===== src/rtl/mux_stim_sequencer.sv =====
// mux_stim_sequencer: on-board self-test stimulus stage for the 2:1 mux.
// Steps {S,I1,I0} through 0..7, samples the mux probe bus after a dwell,
// and keeps a saturating error count plus first-failure bookkeeping.
//
// Ports:
//   clk, rst_n      clock (rising edge), async active-low reset
//   start           level, sampled in IDLE; high launches a pass
//   continuous      1 = loop passes, sampled at the last vector's sample
//   probe[8:0]      [8] = mux output, [2:0] = echoed {S,I1,I0}
//   stim_s/i0/i1    registered drives to the mux
//   busy, done      pass in progress / one-cycle end-of-pass pulse
//   vec_idx         vector currently driven ({S,I1,I0})
//   err_cnt         saturating mismatch count since launch
//   err_flag        sticky first-mismatch flag
//   first_fail_idx  vec_idx of the first mismatch since launch
//   last_probe      probe captured at the most recent sample
module mux_stim_sequencer #(
    parameter int DWELL_CYCLES = 4,
    parameter int ERR_W        = 4
) (
    input  logic             clk,
    input  logic             rst_n,
    input  logic             start,
    input  logic             continuous,
    input  logic [8:0]       probe,
    output logic             stim_s,
    output logic             stim_i0,
    output logic             stim_i1,
    output logic             busy,
    output logic             done,
    output logic [2:0]       vec_idx,
    output logic [ERR_W-1:0] err_cnt,
    output logic             err_flag,
    output logic [2:0]       first_fail_idx,
    output logic [8:0]       last_probe
);

    typedef enum logic [1:0] {
        IDLE,
        DRIVE,
        SAMPLE
    } state_t;

    localparam logic [7:0] DWELL_LAST = 8'(DWELL_CYCLES - 1);

    state_t     state;
    state_t     state_d;
    logic [7:0] dwell;
    logic       expect_out;
    logic       mism;

    // vec_idx is a register and returns to 0 in IDLE, so the stim
    // drives are registered and read 000 whenever no pass runs.
    assign {stim_s, stim_i1, stim_i0} = vec_idx;
    assign busy = (state != IDLE);

    assign expect_out = stim_s ? stim_i1 : stim_i0;
    assign mism = (probe[8] != expect_out) ||
                  (probe[2:0] != vec_idx);

    always_ff @(posedge clk or negedge rst_n) begin
        if (!rst_n) begin
            state <= IDLE;
        end else begin
            state <= state_d;
        end
    end

    always_comb begin
        state_d = state;
        unique case (state)
            IDLE: begin
                if (start) begin
                    state_d = DRIVE;
                end
            end
            DRIVE: begin
                if (dwell == DWELL_LAST) begin
                    state_d = SAMPLE;
                end
            end
            SAMPLE: begin
                if (vec_idx != 3'd7 || continuous) begin
                    state_d = DRIVE;
                end else begin
                    state_d = IDLE;
                end
            end
            default: state_d = IDLE;
        endcase
    end

    always_ff @(posedge clk or negedge rst_n) begin
        if (!rst_n) begin
            dwell          <= '0;
            vec_idx        <= '0;
            done           <= 1'b0;
            err_cnt        <= '0;
            err_flag       <= 1'b0;
            first_fail_idx <= '0;
            last_probe     <= '0;
        end else begin
            done <= 1'b0;
            unique case (state)
                IDLE: begin
                    if (start) begin
                        dwell          <= '0;
                        vec_idx        <= '0;
                        err_cnt        <= '0;
                        err_flag       <= 1'b0;
                        first_fail_idx <= '0;
                    end
                end
                DRIVE: begin
                    dwell <= dwell + 8'd1;
                end
                SAMPLE: begin
                    last_probe <= probe;
                    if (mism) begin
                        if (err_cnt != '1) begin
                            err_cnt <= err_cnt + ERR_W'(1);
                        end
                        if (!err_flag) begin
                            err_flag       <= 1'b1;
                            first_fail_idx <= vec_idx;
                        end
                    end
                    dwell <= '0;
                    // 7 wraps to 0: restart vector for a looping
                    // pass and the idle value for a single pass.
                    vec_idx <= vec_idx + 3'd1;
                    if (vec_idx == 3'd7) begin
                        done <= 1'b1;
                    end
                end
                default: ;
            endcase
        end
    end

endmodule


===== config.mk =====
export PLATFORM = sky130hd
export DESIGN_NAME = mux_stim_sequencer
export DESIGN_NICKNAME = d
export VERILOG_FILES = /design/src/rtl/mux_stim_sequencer.sv
export SDC_FILE = /design/constraint.sdc
export NUM_CORES = 1
export LEC_CHECK = 0
export ABC_AREA = 1
export CAP_MARGIN = 15
export CORE_AREA = 4 4 66 68
export DETAILED_ROUTE_END_ITERATION = 7
export DIE_AREA = 0 0 70 72
export HOLD_SLACK_MARGIN = 0.15
export PLACE_DENSITY = 0.7
export REMOVE_ABC_BUFFERS = 1
export SLEW_MARGIN = 10
export SYNTH_ARGS = -nofsm -noshare
export SYNTH_HDL_FRONTEND = slang
export SYNTH_SLANG_ARGS = --single-unit

===== constraint.sdc =====
create_clock -name clk -period 1.35 [get_ports clk]
set_input_delay 0.2025 -clock clk [delete_from_list [all_inputs] [get_ports clk]]
set_output_delay 0.2025 -clock clk [all_outputs]
set_load 0.01 [all_outputs]

======== Word level (Yosys, flattened, before mapping) ========
Index checks and enable logic that the tools add are counted.
word-level totals
  flip-flop bits (word level) ............. 31
  input bits .............................. 13
  output and inout port bits .............. 25
cells by class
  add/subtract/negate cells ............... 3
  equal/unequal tests ..................... 13
  muxes and demuxes ....................... 21
  reduce and logical (&&, ||, !) cells .... 12
operator list
  operator             count
  $pmux 8 s3           1
  $mux 4               3
  $pmux 3 s2           2
  $ne 2x2->1 const B   5
  $mux 3               3
  $add 8x1->8 const B  1
  $eq 8x2->1 const B   1
  $mux 8               1
  $pmux 4 s2           1
  $reduce_and 4->1     2
  $mux 1               6
  $pmux 2 s3           1
  $reduce_and 2->1     3
  $add 4x1->4 const B  1
  $mux 2               2
  $ne 4x4->1 const B   1
  $reduce_bool 2->1    2
  $add 3x1->3 const B  1
  $eq 3x3->1 const B   1
  $ne 3x3->1           1
  $ne 3x3->1 const B   1
  $reduce_and 3->1     1
  $reduce_bool 3->1    1
  $eq 2x1->1 const B   1
  5 further kinds      6

======== Longest topological paths before layout ========
  depth in word-level cells ............... 5
  mapped depth ............................ 10
  gate-level depth less buffers ........... 10

======== Worst setup path after synthesis ========
Ideal clock, no wire load.
  path type ............................... reg-to-reg
  start point ............................. register err_cnt[0]
  end point ............................... register err_cnt[3]
  library setup time ...................... 117 ps
  arrival ................................. 1,147 ps
  data required time ...................... 1,233 ps
  slack ................................... 86 ps
  cell stages (with the launch flop) ...... 7
  buffers on the path ..................... 0
  cells stage by stage .................... dfrtp_1 ha_1 nand2_1 nor3_4 nor2_8 nand4_1 nand2_1
on the way
  longest elaborated chain between the ends .. 4
ends and longest elaborated chain
  item                    line  source
  from (decl)             32    output logic [ERR_W-1:0] err_cnt,
  from (signal assigned)  121   err_cnt <= err_cnt + ERR_W'(1);
  $add 4x1->4             121
  $mux 4                  120   if (err_cnt != '1) begin
  $mux 4                  119   if (mism) begin
  $pmux 4 s2              104   unique case (state)
Parallel ways exist; a longest one is shown, timed or not. The select of a mux whose other input is x is not followed.
A chain may end at the register's enable or synchronous reset.

======== Worst setup path after layout ========
  start point ............................. register vec_idx[2]
  end point ............................... register first_fail_idx[1]
on the way
  longest elaborated chain between the ends .. 5
ends and longest elaborated chain
  item                          line  source
  from (decl)                   31    output logic [2:0] vec_idx,
  from (signal assigned)        131   vec_idx <= vec_idx + 3'd1;
  $mux 1                        57    assign expect_out = stim_s ? stim_i1 : stim_i0;
  $ne 1x1->1                    58    assign mism = (probe[8] != expect_out) ||
  $logic_or 1x1->1 *            58
  $ne 2x2->1 (no line) *        -
  $reduce_and 4->1 (no line) *  -
  to (signal assigned)          125   first_fail_idx <= vec_idx;
  to (decl)                     34    output logic [2:0] first_fail_idx,
Mark *: on every way between the ends. The rest lies on a longest branch, timed or not.

==> impl_metrics.yaml <==
placed_design:
  dp_hpwl_mm: 2.50
  port_buffers: 37
  gp_congestion: 0.825
  dp_slack_ps: -106
  dp.cells: 285
floorplan:
  die_h_um: 72
  dieWidth_um: 70
  start_util_pct: 42.4
  core-area_mm2: 0.00386
  die-area_mm2: 0.00504
  io_pins: 38
  rows: 23
drt:
  vias: 1437
  ant_nets: 0
  drt-initial-drc-count: 78
  post-route-drc-count: 0
  drt_first_pass_iters: 4
  avgRoutedWirePerCell_um: 12.1
  via_per_inst: 4.70
  wl_mm: 3.72
setup_path:
  required_ps: 1570
  worstSetupStartpoint: "vec_idx[2]$_DFFE_PN0P_"
  start_kind: "register"
  worstPathArrival_ps: 1570
  r2r_cells: 10
  path_max_fanout: 5
  reg2reg_slack_ps: -0.8
  crit_type: "reg2reg"
  reg2reg_from: "vec_idx[2]$_DFFE_PN0P_"
  endpoint_kind: "register"
finish:
  multi_input_area_um2: 805
  final_cell_mix: "nand2_1, dfrtp_1, dlygate4sd2_1"
  seqCellArea_um2: 779
  final_nets: 274
  instances_no_fill: 306
  diodes: 0
  n_fill_cell: 349
  drive_above_1_share_pct: 29.3
  utilization_pct: 61.9
  mostFrequentLayoutCell: "nand2_1"
  syn2layout_area_growth_pct: 45.9
global_route:
  grt_pass1_vias: 1352
  grt_max_degree: 32
  grt_pass1_wl_mm: 5.95
  antenna_found_initial: 0
  gr-total-overflow: 0
  grt_use_total_pct: 15.0
sta:
  layout_setup_ws_ps: -0.820
  finalMaxSlewViolations: 0
  worst_slew_pin_slew_ps: 244
  grt_setup_unrepaired: "true"
  slew_headroom_pct: 83.7
  fin_worst_skew_ps: 3.80
  fmax_mhz: 740
  fin_crit_sh_pct: 100
  setup_viol: 1
  hold_viol: 0
  period_minus_slack_ps: 1350
  fin_hold_ws_ps: 285
clock_tree:
  htreeDepth: 2
  cts_root_buf: "clkbuf_8"
  path_clk_slew_ps: 60
  cts_tree: "done"
  numCtsBuffers: 5
  clock_latency_ps: 280
  cts.sinks: 31
  clockBufferDepth: 2
power:
  power_per_cell_area_mw_per_mm2: 1710
  p_total_uw: 4090
  peakVddDrop_uv: 865
  power.leakage_uw: 0.00128
synth:
  ys_ff_latch: 31
  synth_area_mm2: 0.00164
  synth_cells: 192
  yosysSeqAreaShare_pct: 47.4
  yosys_warnings: 0
  avgSynthCellArea_um2: 8.52
  yosysUniqueCellTypes: 30
run_status:
  outcome: "finished with violations"
  violations: "negative setup slack"
hold_path:
  hp-class: "in2async"
run:
  cap_viol_max_count: 0
-- synthesized netlist by cell type, drive strengths merged --
cell type	instances	area share, %
nand2	72	18
dfrtp	31	47
inv	24	5.8
nor2	15	6.3
o21ai	14	5.2
nand3	9	3.5
nand4	6	2.3
buf	5	2.0
ha	4	3.1
a21oi	3	1.4
nor3	3	1.6
nand3b	1	0.46
nor3b	1	0.46
nor4	1	0.38
o22ai	1	0.38
o32ai	1	0.99
xor2	1	0.54
-- worst max-delay path: stages (launching register included) --
cell,delay [ps]
dfrtp_2,410
buf_6,130
inv_4,60
nand2_2,50
nand2_2,60
nand2_2,70
nor2_4,160
nand3_4,130
nand2_4,110
nand2_2,50
nand2_1,60
-- flip-flops by register name, indices dropped and copies added (netlist names) --
name	count
done	1
dwell	8
err_cnt	4
err_flag	1
first_fail_idx	3
last_probe	9
state	2
vec_idx	3
-- final timing paths --
path	to
max reg2reg	first_fail_idx[1]$_DFFE_PN0P_
max	first_fail_idx[1]$_DFFE_PN0P_
max in group asynchronous	vec_idx[0]$_DFFE_PN0P_
min reg2reg	last_probe[3]$_DFFE_PN0P_
min in group clk	last_probe[4]$_DFFE_PN0P_
min	last_probe[2]$_DFFE_PN0P_
-- kinds of logic (layout without fill, tap and decap cells) --
family / Yosys count / after routing / share of synthesized area, %
buffers and inverters: 29 / 93 / 7.80
AOI/OAI and AO/OA: 19 / 19 / 7.95
and+or+nand+nor: 108 / 108 / 33.3
DFF: 31 / 31 / 47.4
xor gates and xnor gates: 1 / 1 / 0.535
adders and majority gates: 4 / 4 / 3.06
-- power by group --
group	switching, µW	internal (µW)
registers	163	1200
logic	1100	944
clock network	334	343
total	1590	2490
-- routing by layer --
layer / wire [µm] / up-vias / GRT usage (%)
li1: - / 738 / -
met1: 1640 / 658 / 17.8
met3: 181 / 5 / 5.26
met5: 0 / - / 0
met2: 1850 / 36 / 24.7
met4: 38 / 0 / 6.38
-- what timing repair did --
action | 4_1_cts | 5_1_grt
buffers inserted | 7 | 8
hold buffers | 0 | 0
endpoints found under the setup margin | 24 | 17
endpoints found under the hold margin | 0 | 0
gates resized for setup | 28 | 27
pin swaps | 0 | 10
-- final cells by class --
| class | instances | area share [%] |
|---|---|---|
| Multi-Input combinational cell | 132 | 33.7 |
| Sequential cell | 31 | 32.7 |
| Timing Repair Buffer | 63 | 23.6 |
| Inverter | 24 | 4.40 |
| Clock buffer | 6 | 3.04 |
| Tap cell | 50 | 2.62 |
-- through the flow --
step	setup TNS (ps)	area [µm²]
finish	-0.820	2390
CTS	0	2240
global route	-824	2390
detailed placement	-982	2130
global placement	-848	2130
floorplan	0	1600
No activity file was read; power rests on OpenSTA's default activity.
